==> config.mk <==
export PLATFORM = sky130hd
export DESIGN_NAME = fancytimer_cmd_tx_flat
export DESIGN_NICKNAME = d
export VERILOG_FILES = /design/src/rtl/fancytimer_pkg.sv /design/src/rtl/fancytimer_cmd_tx_if.sv /design/src/rtl/fancytimer_wdog.sv /design/src/rtl/fancytimer_cmd_tx.sv /design/src/flat_wrapper.sv
export SDC_FILE = /design/constraint.sdc
export NUM_CORES = 1
export LEC_CHECK = 0
export CORE_MARGIN = 2
export CORE_UTILIZATION = 40
export DETAILED_ROUTE_END_ITERATION = 10
export GPL_TIMING_DRIVEN = 0
export PLACE_DENSITY = 0.66
export SLEW_MARGIN = 20
export SYNTH_ARGS = -nofsm -noshare
export SYNTH_HDL_FRONTEND = slang
export SYNTH_HIERARCHICAL = 1
export SYNTH_SLANG_ARGS = --single-unit
==> constraint.sdc <==
create_clock -name clk -period 6.41 [get_ports clk]
set_input_delay 1.282 -clock clk [delete_from_list [all_inputs] [get_ports clk]]
set_output_delay 1.282 -clock clk [all_outputs]
set_load 0.02 [all_outputs]
==> src/rtl/fancytimer_pkg.sv <==
`default_nettype none
// +----------------------------------------------------------------------+
// | Package : fancytimer_pkg                                             |
// | Purpose : Items shared by the fancy-timer command transmitter and    |
// |           the timer receiver: FSM state encoding, frame constants,   |
// |           the default tick count and the watchdog limit helper.      |
// | Rev     : 1.0  initial release                                       |
// +----------------------------------------------------------------------+
package fancytimer_pkg;

  typedef enum logic [1:0] {
    ST_IDLE      = 2'd0,
    ST_SEND      = 2'd1,
    ST_WAIT_DONE = 2'd2,
    ST_ACK       = 2'd3
  } state_e;

  localparam logic [3:0] PREAMBLE      = 4'b1101;
  localparam int         FRAME_BITS    = 8;
  localparam int         DEFAULT_TICKS = 1000;

  // Watchdog limit for delay code d: (d+1)*ticks + slack.
  function automatic int unsigned frame_limit(input logic [3:0]  d,
                                              input int unsigned ticks,
                                              input int unsigned slack);
    return (32'(d) + 32'd1) * ticks + slack;
  endfunction

endpackage
`default_nettype wire

==> src/rtl/fancytimer_cmd_tx_if.sv <==
`default_nettype none
// +----------------------------------------------------------------------+
// | Interface : fancytimer_cmd_tx_if                                     |
// | Purpose   : Host command/response handshake plus the serial link to  |
// |             the timer (data, done, ack) and the busy flag.           |
// | Modports  : master - the transmitter (drives req_ready, data, ack,   |
// |                      busy, resp_*)                                   |
// |             slave  - host + timer side (drives req_valid, req_delay, |
// |                      done)                                           |
// | Rev       : 1.0  initial release                                     |
// +----------------------------------------------------------------------+
interface fancytimer_cmd_tx_if #(
  parameter int CNT_W = 15
);
  import fancytimer_pkg::*;

  logic             req_valid;
  logic             req_ready;
  logic [3:0]       req_delay;
  logic             data;
  logic             done;
  logic             ack;
  logic             busy;
  logic             resp_valid;
  logic             resp_timeout;
  logic [CNT_W-1:0] resp_cycles;

  modport master (
    input  req_valid, req_delay, done,
    output req_ready, data, ack, busy, resp_valid, resp_timeout, resp_cycles
  );

  modport slave (
    output req_valid, req_delay, done,
    input  req_ready, data, ack, busy, resp_valid, resp_timeout, resp_cycles
  );

endinterface
`default_nettype wire

==> src/rtl/fancytimer_wdog.sv <==
`default_nettype none
// +----------------------------------------------------------------------+
// | Module  : fancytimer_wdog                                            |
// | Purpose : Loadable-limit watchdog. CNT_W up-counter with clear and   |
// |           enable; flags when the next count would reach the limit.   |
// | Ports   : clk, reset (async, active-high)                            |
// |           load_i/limit_i - capture a new limit                       |
// |           clr_i/en_i     - clear (priority) / increment the counter  |
// |           inc_o          - count + 1                                 |
// |           expired_o      - count + 1 == limit                        |
// | Rev     : 1.0  initial release                                       |
// +----------------------------------------------------------------------+
module fancytimer_wdog #(
  parameter int CNT_W = 15
) (
  input  wire logic             clk,
  input  wire logic             reset,
  input  wire logic             load_i,
  input  wire logic [CNT_W-1:0] limit_i,
  input  wire logic             clr_i,
  input  wire logic             en_i,
  output logic      [CNT_W-1:0] inc_o,
  output logic                  expired_o
);
  import fancytimer_pkg::*;

  logic [CNT_W-1:0] count_q;
  logic [CNT_W-1:0] limit_q;
  logic [CNT_W-1:0] w_inc;

  assign w_inc     = count_q + {{(CNT_W-1){1'b0}}, 1'b1};
  assign inc_o     = w_inc;
  assign expired_o = (w_inc == limit_q);

  always_ff @(posedge clk or posedge reset) begin
    if (reset) begin
      count_q <= '0;
      limit_q <= '0;
    end else begin
      if (load_i) limit_q <= limit_i;
      if (clr_i)     count_q <= '0;
      else if (en_i) count_q <= w_inc;
    end
  end

endmodule
`default_nettype wire

==> src/rtl/fancytimer_cmd_tx.sv <==
`default_nettype none
// +----------------------------------------------------------------------+
// | Module  : fancytimer_cmd_tx                                          |
// | Purpose : Sends {1101, delay[3:0]} MSB first to the fancy timer,     |
// |           waits for done, acks it and reports the measured cycle     |
// |           count or a watchdog timeout.                               |
// | Ports   : clk, reset (async, active-high)                            |
// |           bus (master) - req_valid/req_ready/req_delay, data, done,  |
// |                          ack, busy, resp_valid/resp_timeout/         |
// |                          resp_cycles                                 |
// | Rev     : 1.0  initial release                                       |
// +----------------------------------------------------------------------+
module fancytimer_cmd_tx #(
  parameter int TICKS = fancytimer_pkg::DEFAULT_TICKS,
  parameter int SLACK = 8,
  parameter int CNT_W = 15
) (
  input  wire logic           clk,
  input  wire logic           reset,
  fancytimer_cmd_tx_if.master bus
);
  import fancytimer_pkg::*;

  // The longest limit must fit the watchdog without wrapping.
  if ((64'(16) * 64'(TICKS) + 64'(SLACK)) >= (64'(1) << CNT_W)) begin : g_param_check
    $error("fancytimer_cmd_tx: 16*TICKS+SLACK must be below 2**CNT_W");
  end

  localparam logic [2:0] LAST_BIT = 3'(FRAME_BITS - 1);

  state_e           state_q, state_d;
  logic [7:0]       shreg_q, shreg_d;
  logic [2:0]       bitcnt_q, bitcnt_d;
  logic             data_q, data_d;
  logic             ack_q, ack_d;
  logic             resp_valid_q, resp_valid_d;
  logic             resp_timeout_q, resp_timeout_d;
  logic [CNT_W-1:0] resp_cycles_q, resp_cycles_d;

  logic             w_req_ready;
  logic             w_wd_load, w_wd_clr, w_wd_en;
  logic             w_wd_expired;
  logic [CNT_W-1:0] w_wd_inc;
  logic [CNT_W-1:0] w_limit;

  assign w_limit = CNT_W'(frame_limit(bus.req_delay, TICKS, SLACK));

  fancytimer_wdog #(.CNT_W(CNT_W)) u_wdog (
    .clk       (clk),
    .reset     (reset),
    .load_i    (w_wd_load),
    .limit_i   (w_limit),
    .clr_i     (w_wd_clr),
    .en_i      (w_wd_en),
    .inc_o     (w_wd_inc),
    .expired_o (w_wd_expired)
  );

  always_ff @(posedge clk or posedge reset) begin
    if (reset) begin
      state_q        <= ST_IDLE;
      shreg_q        <= '0;
      bitcnt_q       <= '0;
      data_q         <= 1'b0;
      ack_q          <= 1'b0;
      resp_valid_q   <= 1'b0;
      resp_timeout_q <= 1'b0;
      resp_cycles_q  <= '0;
    end else begin
      state_q        <= state_d;
      shreg_q        <= shreg_d;
      bitcnt_q       <= bitcnt_d;
      data_q         <= data_d;
      ack_q          <= ack_d;
      resp_valid_q   <= resp_valid_d;
      resp_timeout_q <= resp_timeout_d;
      resp_cycles_q  <= resp_cycles_d;
    end
  end

  // data/ack/resp are registered, so their next values are decided on
  // the transition into the state in which they must be visible.
  always_comb begin
    state_d        = state_q;
    shreg_d        = shreg_q;
    bitcnt_d       = bitcnt_q;
    data_d         = 1'b0;
    ack_d          = 1'b0;
    resp_valid_d   = 1'b0;
    resp_timeout_d = resp_timeout_q;
    resp_cycles_d  = resp_cycles_q;
    w_wd_load      = 1'b0;
    w_wd_clr       = 1'b0;
    w_wd_en        = 1'b0;
    w_req_ready    = 1'b0;

    case (state_q)
      ST_IDLE: begin
        w_req_ready = !bus.done;
        if (bus.done) begin
          // Late completion after a timeout: ack it silently.
          state_d = ST_ACK;
          ack_d   = 1'b1;
        end else if (bus.req_valid) begin
          shreg_d   = {PREAMBLE, bus.req_delay};
          bitcnt_d  = '0;
          data_d    = shreg_d[7];
          w_wd_load = 1'b1;
          state_d   = ST_SEND;
        end
      end

      ST_SEND: begin
        // Rotate rather than shift: same MSB sequence, no dead bit.
        shreg_d  = {shreg_q[6:0], shreg_q[7]};
        bitcnt_d = bitcnt_q + 3'd1;
        if (bitcnt_q == LAST_BIT) begin
          w_wd_clr = 1'b1;
          state_d  = ST_WAIT_DONE;
        end else begin
          data_d = shreg_q[6];
        end
      end

      ST_WAIT_DONE: begin
        w_wd_en = 1'b1;
        if (bus.done) begin
          // done takes priority over a simultaneous watchdog expiry.
          state_d        = ST_ACK;
          ack_d          = 1'b1;
          resp_valid_d   = 1'b1;
          resp_timeout_d = 1'b0;
          resp_cycles_d  = w_wd_inc;
        end else if (w_wd_expired) begin
          state_d        = ST_IDLE;
          resp_valid_d   = 1'b1;
          resp_timeout_d = 1'b1;
          resp_cycles_d  = w_wd_inc;
        end
      end

      ST_ACK: begin
        state_d = ST_IDLE;
      end

      default: begin
        state_d = ST_IDLE;
      end
    endcase
  end

  assign bus.req_ready    = w_req_ready;
  assign bus.data         = data_q;
  assign bus.ack          = ack_q;
  assign bus.busy         = (state_q != ST_IDLE);
  assign bus.resp_valid   = resp_valid_q;
  assign bus.resp_timeout = resp_timeout_q;
  assign bus.resp_cycles  = resp_cycles_q;

endmodule
`default_nettype wire

==> src/flat_wrapper.sv <==
// flat-port wrapper written by rule: the top's interface ports become plain ports
module fancytimer_cmd_tx_flat import fancytimer_pkg::*;
#(
  parameter int TICKS = fancytimer_pkg::DEFAULT_TICKS,
  parameter int SLACK = 8,
  parameter int CNT_W = 15
)
  (clk, reset, bus_req_valid, bus_req_delay, bus_done, bus_req_ready, bus_data, bus_ack, bus_busy, bus_resp_valid, bus_resp_timeout, bus_resp_cycles);
  fancytimer_cmd_tx_if #(.CNT_W(CNT_W)) bus_i ();
  input  wire logic clk;
  input  wire logic reset;
  input wire logic [$bits(bus_i.req_valid)-1:0] bus_req_valid;
  input wire logic [$bits(bus_i.req_delay)-1:0] bus_req_delay;
  input wire logic [$bits(bus_i.done)-1:0] bus_done;
  output wire logic [$bits(bus_i.req_ready)-1:0] bus_req_ready;
  output wire logic [$bits(bus_i.data)-1:0] bus_data;
  output wire logic [$bits(bus_i.ack)-1:0] bus_ack;
  output wire logic [$bits(bus_i.busy)-1:0] bus_busy;
  output wire logic [$bits(bus_i.resp_valid)-1:0] bus_resp_valid;
  output wire logic [$bits(bus_i.resp_timeout)-1:0] bus_resp_timeout;
  output wire logic [$bits(bus_i.resp_cycles)-1:0] bus_resp_cycles;
  assign bus_i.req_valid = bus_req_valid;
  assign bus_i.req_delay = bus_req_delay;
  assign bus_i.done = bus_done;
  assign bus_req_ready = bus_i.req_ready;
  assign bus_data = bus_i.data;
  assign bus_ack = bus_i.ack;
  assign bus_busy = bus_i.busy;
  assign bus_resp_valid = bus_i.resp_valid;
  assign bus_resp_timeout = bus_i.resp_timeout;
  assign bus_resp_cycles = bus_i.resp_cycles;
  fancytimer_cmd_tx #(.TICKS(TICKS), .SLACK(SLACK), .CNT_W(CNT_W)) u_core (.clk(clk), .reset(reset), .bus(bus_i));
endmodule
==> summary.log <==
qor: outcome.run_status finished clean
qor: clock_tree.clock_latency_reported_for_the_late_side_of_the_worst_skew_pair 0.34 ns
qor: layout.number_of_fillers_in_the_final_layout 994
qor: floorplan.die_h 107 um
qor: logic_synthesis.xor_xnor_fraction_of_synth_area 0.123
qor: layout.antenna-diode-count 0
qor: logic_synthesis.yosysSeqAreaShare 0.367
qor: power.power.sequential.fraction 0.320
qor: logic_synthesis.main_combinational_cell_family_by_area_after_synthesis simple AND/OR/NAND/NOR gates
qor: clock_tree.cts_root_buf sky130_fd_sc_hd__clkbuf_8
qor: place.post-place-cells 591
qor: power.power_density 372 mW/mm2
qor: power.power.static_leakage 2.22 nW
qor: layout.finish.net_count 508
qor: place.placement.io_buffers 28
qor: power.max_ir_drop_vdd 0.170 mV
qor: power.total_power 1.83 mW
qor: sta.min_period_over_period 0.927
qor: layout.sequential_cell_area 0.00155 mm2
qor: run.drv.max_cap_violation_count 0
qor: logic_synthesis.postSynth.asyncResetShare 1.00
qor: place.detailedPlace.worstSlack -0.499 ns
qor: layout.final_layout_size_suffix_gt1_frac 0.157
qor: floorplan.die_w 107 um
qor: drt.detail_route.vias_per_cell 5.08
qor: place.placedInstanceArea 0.00469 mm2
qor: setup_path.reg2reg_from u_core/u_wdog/count_q[1]
qor: logic_synthesis.synth_enable_flop_cells 0
qor: layout.stdcell_area 0.00491 mm2
qor: sta.report.final.setup_viol 0
qor: global_routing.grt_first_pass_wirelength 14.3 mm
qor: logic_synthesis.compound_gate_portion_of_the_synthesized_area 0.0855
qor: drt.wl_per_cell 13.9 um
qor: drt.postRouteWirelength 8.44 mm
qor: sta.tightestPinTransition 0.813 ns
qor: floorplan.io_pins 29
qor: floorplan.core-area 0.0103 mm2
qor: logic_synthesis.yosys-mux-area-fraction 0.0843
qor: power.power.share.switching 0.379
qor: layout.area.growth.synth_to_final 16.1%
qor: sta.final_period_minus_worst_setup_slack 5.94 ns
qor: sta.final.setup.worst_slack 0.466 ns
qor: clock_tree.htree_num_levels 3
qor: setup_path.timing.rr.end u_core/bus.resp_cycles[8]
qor: logic_synthesis.synthSimpleGateAreaFrac 0.166
qor: logic_synthesis.synth.distinct_cells 55
qor: clock_tree.clock_sinks 62
qor: global_routing.largest_net_degree_at_the_start_of_global_routing 33
qor: global_routing.grt_use_total 0.159
qor: global_routing.grt-ovfl-total 0
qor: layout.final_core_utilization 0.478
qor: logic_synthesis.post_synth_instance_area 0.00423 mm2
qor: sta.final_max_tran_viols 0
qor: power.share_comb_of_total_power 0.486
qor: logic_synthesis.yosys_most_used_dff sky130_fd_sc_hd__dfrtp_1
qor: setup_path.critical_path_arrival 6.17 ns
qor: setup_path.setup.worst_path.end u_core/u_wdog/limit_q[14]
qor: place.place.gp.congestion 0.895
qor: setup_path.start_point_of_the_critical_path bus_req_delay[1]
qor: power.intPower 1.13 mW
qor: floorplan.fp.dieArea 0.0114 mm2
qor: clock_tree.post_cts.repair.setup_buffers 0
qor: drt.detail_route.first_pass.iterations 4
qor: place.dp_hpwl 6.65 mm
qor: sta.hold_viol 0
qor: clock_tree.cts.hold.buffers_added 0
qor: sta.fmaxAchievable 0.168 GHz
qor: setup_path.startpoint_type input pin
qor: setup_path.critical_path_capture_point_type flop
qor: logic_synthesis.synth.avg_cell_area 9.95 um2
qor: drt.dr.first_iter.drc_count 90
qor: sta.hold_ws 0.496 ns
qor: setup_path.worst-path-max-fanout 7
qor: setup_path.ff2ff_path_depth 11
qor: drt.vias 3076
qor: drt.drc 0
qor: layout.final_non_filler_cells 606
qor: power.power.clock.fraction 0.193
qor: logic_synthesis.synthesis_warnings 6
qor: sta.timing.slew.headroom 0.453
qor: setup_path.crit_type in2reg
qor: setup_path.cp_data_required_time 6.63 ns
qor: clock_tree.clkTransAtPathRegs 0.07 ns
qor: logic_synthesis.mapped_cells 425
qor: global_routing.grt_antenna_before_repair 0
qor: global_routing.number_of_global_route_vias_before_repair 3046
qor: clock_tree.cts_buffers 9
qor: drt.final_ant_viol_nets 0
qor: logic_synthesis.yosys.area_share.adder 0.118
qor: logic_synthesis.yosys_register_bits 62
qor: setup_path.r2r_setup_slack 2.33 ns
qor: floorplan.std_cell_rows 37
qor: clock_tree.cts_tree done
qor: power.power.switching 0.692 mW
qor: sta.timing.setup.tns 0 ns
qor: worst_hold_path.min_path_type reg2reg
qor: sta.fin_worst_skew 0.0113 ns
qor: floorplan.starting_density_of_the_core 0.412
qor: sta.grt_setup_unrepaired no
qor: clock_tree.ctsLongestPathBuffers 2
qor: layout.multi_input_area 0.00246 mm2
## cells by family (layout without fill, tap and decap cells)
| kind of cell | Yosys count | after routing |
|---|---|---|
| adder cells (fa/ha/maj) | 34 | 34 |
| AND/OR/NAND/NOR | 133 | 133 |
| multiplexers | 32 | 32 |
| buffers and inverters | 56 | 99 |
| other | 1 | 3 |
| flip-flops | 62 | 62 |
| AO/OA/AOI/OAI | 51 | 51 |
| XOR/XNOR | 56 | 56 |
## flip-flops by register name, indices dropped and copies added, names as in the netlist
signal,count
u_core/state_q,2
u_core/shreg_q,8
u_core/bitcnt_q,3
u_core/u_wdog/limit_q,15
u_core/bus.resp_valid,1
u_core/u_wdog/count_q,15
u_core/bus.data,1
u_core/bus.resp_timeout,1
u_core/bus.resp_cycles,15
u_core/bus.ack,1
## critical path, cell delays in order
cell,delay (ns)
sky130_fd_sc_hd__clkdlybuf4s50_1,0.56
sky130_fd_sc_hd__ha_1,0.25
sky130_fd_sc_hd__xor2_2,0.40
sky130_fd_sc_hd__fa_1,0.58
sky130_fd_sc_hd__fa_1,0.59
sky130_fd_sc_hd__inv_1,0.06
sky130_fd_sc_hd__fa_1,0.52
sky130_fd_sc_hd__inv_1,0.04
sky130_fd_sc_hd__ha_1,0.31
sky130_fd_sc_hd__nor3b_2,0.20
sky130_fd_sc_hd__or4_4,0.56
sky130_fd_sc_hd__a211oi_4,0.23
sky130_fd_sc_hd__nand4_1,0.15
sky130_fd_sc_hd__xnor2_1,0.16
sky130_fd_sc_hd__mux2_2,0.27
## synthesized netlist by cell type, drive strengths merged, types with 5 or more instances
library cell  number  share of area
nor2              42          0.037
fa                10          0.047
xnor2             34          0.070
o21ai             10          0.012
a31oi              5         0.0074
mux2              29          0.077
a21oi             13          0.015
dfrtp             62           0.37
xor2              20          0.041
nand4              6         0.0089
nor2b              7          0.010
clkbuf             7         0.0062
nor3b              5         0.0089
ha                24          0.071
nor3               6         0.0098
nand3             12          0.017
buf               12          0.017
nand2             33          0.033
inv               37          0.033
nor4               5          0.012
## power groups by stage
stage | combinational [mW] | clock (mW) | sequential (mW)
after floorplan | 0.678 | 0 | 0.593
after global placement | 0.863 | 0 | 0.585
after detailed placement | 0.890 | 0 | 0.592
after CTS | 0.893 | 0.367 | 0.585
after global routing | 0.992 | 0.385 | 0.600
final | 0.888 | 0.353 | 0.585
## worst min path at each step
stage / startpoint / end / slack, ns / depth (start not counted)
2_1_floorplan: u_core/bitcnt_q[0] / u_core/bitcnt_q[0] / 0.45 / 1
3_3_place_gp: u_core/bitcnt_q[0] / u_core/bitcnt_q[0] / 0.47 / 1
3_5_place_dp: u_core/shreg_q[4] / u_core/shreg_q[5] / 0.48 / 1
4_1_cts: u_core/bitcnt_q[0] / u_core/bitcnt_q[0] / 0.50 / 1
5_1_grt: u_core/bitcnt_q[0] / u_core/bitcnt_q[0] / 0.51 / 1
6_report: u_core/shreg_q[0] / u_core/shreg_q[0] / 0.50 / 2
## per-layer routing
metal / global-route usage / wire length, um / part of all wire
met5: 0 / 0 / 0
met4: 0.0631 / 60 / 0.0071
met3: 0.0310 / 230 / 0.027
met2: 0.273 / 4390 / 0.52
met1: 0.197 / 3760 / 0.45
## cell usage in the layout (no fill, tap or decap), types with 3 or more instances in the layout
cell type | synthesis | layout
sky130_fd_sc_hd__or3_1 | 3 | 3
sky130_fd_sc_hd__a22o_1 | 3 | 3
sky130_fd_sc_hd__nor2_1 | 42 | 42
sky130_fd_sc_hd__nor4_1 | 3 | 3
sky130_fd_sc_hd__or2_2 | 3 | 3
sky130_fd_sc_hd__nand2_1 | 31 | 31
sky130_fd_sc_hd__clkbuf_8 | 0 | 12
sky130_fd_sc_hd__o2111ai_1 | 3 | 3
sky130_fd_sc_hd__and2_1 | 3 | 3
sky130_fd_sc_hd__dfrtp_1 | 62 | 62
sky130_fd_sc_hd__buf_4 | 5 | 5
sky130_fd_sc_hd__mux2_2 | 29 | 29
sky130_fd_sc_hd__nand3_1 | 11 | 11
sky130_fd_sc_hd__o22ai_1 | 3 | 3
sky130_fd_sc_hd__buf_2 | 6 | 6
sky130_fd_sc_hd__o22a_1 | 3 | 3
sky130_fd_sc_hd__nor3_1 | 5 | 5
sky130_fd_sc_hd__a31oi_1 | 5 | 5
sky130_fd_sc_hd__ha_1 | 24 | 24
sky130_fd_sc_hd__xnor2_1 | 34 | 34
sky130_fd_sc_hd__a21oi_1 | 13 | 13
sky130_fd_sc_hd__o21ai_0 | 10 | 10
sky130_fd_sc_hd__clkbuf_1 | 7 | 7
sky130_fd_sc_hd__conb_1 | 1 | 3
sky130_fd_sc_hd__xor2_1 | 20 | 19
sky130_fd_sc_hd__fa_1 | 10 | 10
sky130_fd_sc_hd__nand4_1 | 6 | 6
sky130_fd_sc_hd__mux2i_1 | 3 | 3
sky130_fd_sc_hd__clkdlybuf4s50_1 | 0 | 27
sky130_fd_sc_hd__nor3b_1 | 5 | 4
sky130_fd_sc_hd__nor2b_1 | 7 | 7
sky130_fd_sc_hd__inv_1 | 37 | 35
## layout make-up
| type | count | area share |
|---|---|---|
| repair buffers | 28 | 0.0576 |
| multi-input cells | 309 | 0.501 |
| well taps | 136 | 0.0346 |
| flip-flops and latches | 62 | 0.316 |
| clock inverters | 3 | 0.00866 |
| inverters | 37 | 0.0283 |
| clock buffers | 12 | 0.0336 |
| plain buffers | 19 | 0.0199 |
## what timing repair did
| item | 4_1_cts | 5_1_grt |
|---|---|---|
| resized for setup | 1 | 2 |
| endpoints found under the setup margin | 3 | 4 |
| endpoints found under the hold margin | 0 | 0 |
Power figures use the tool's default switching activity.
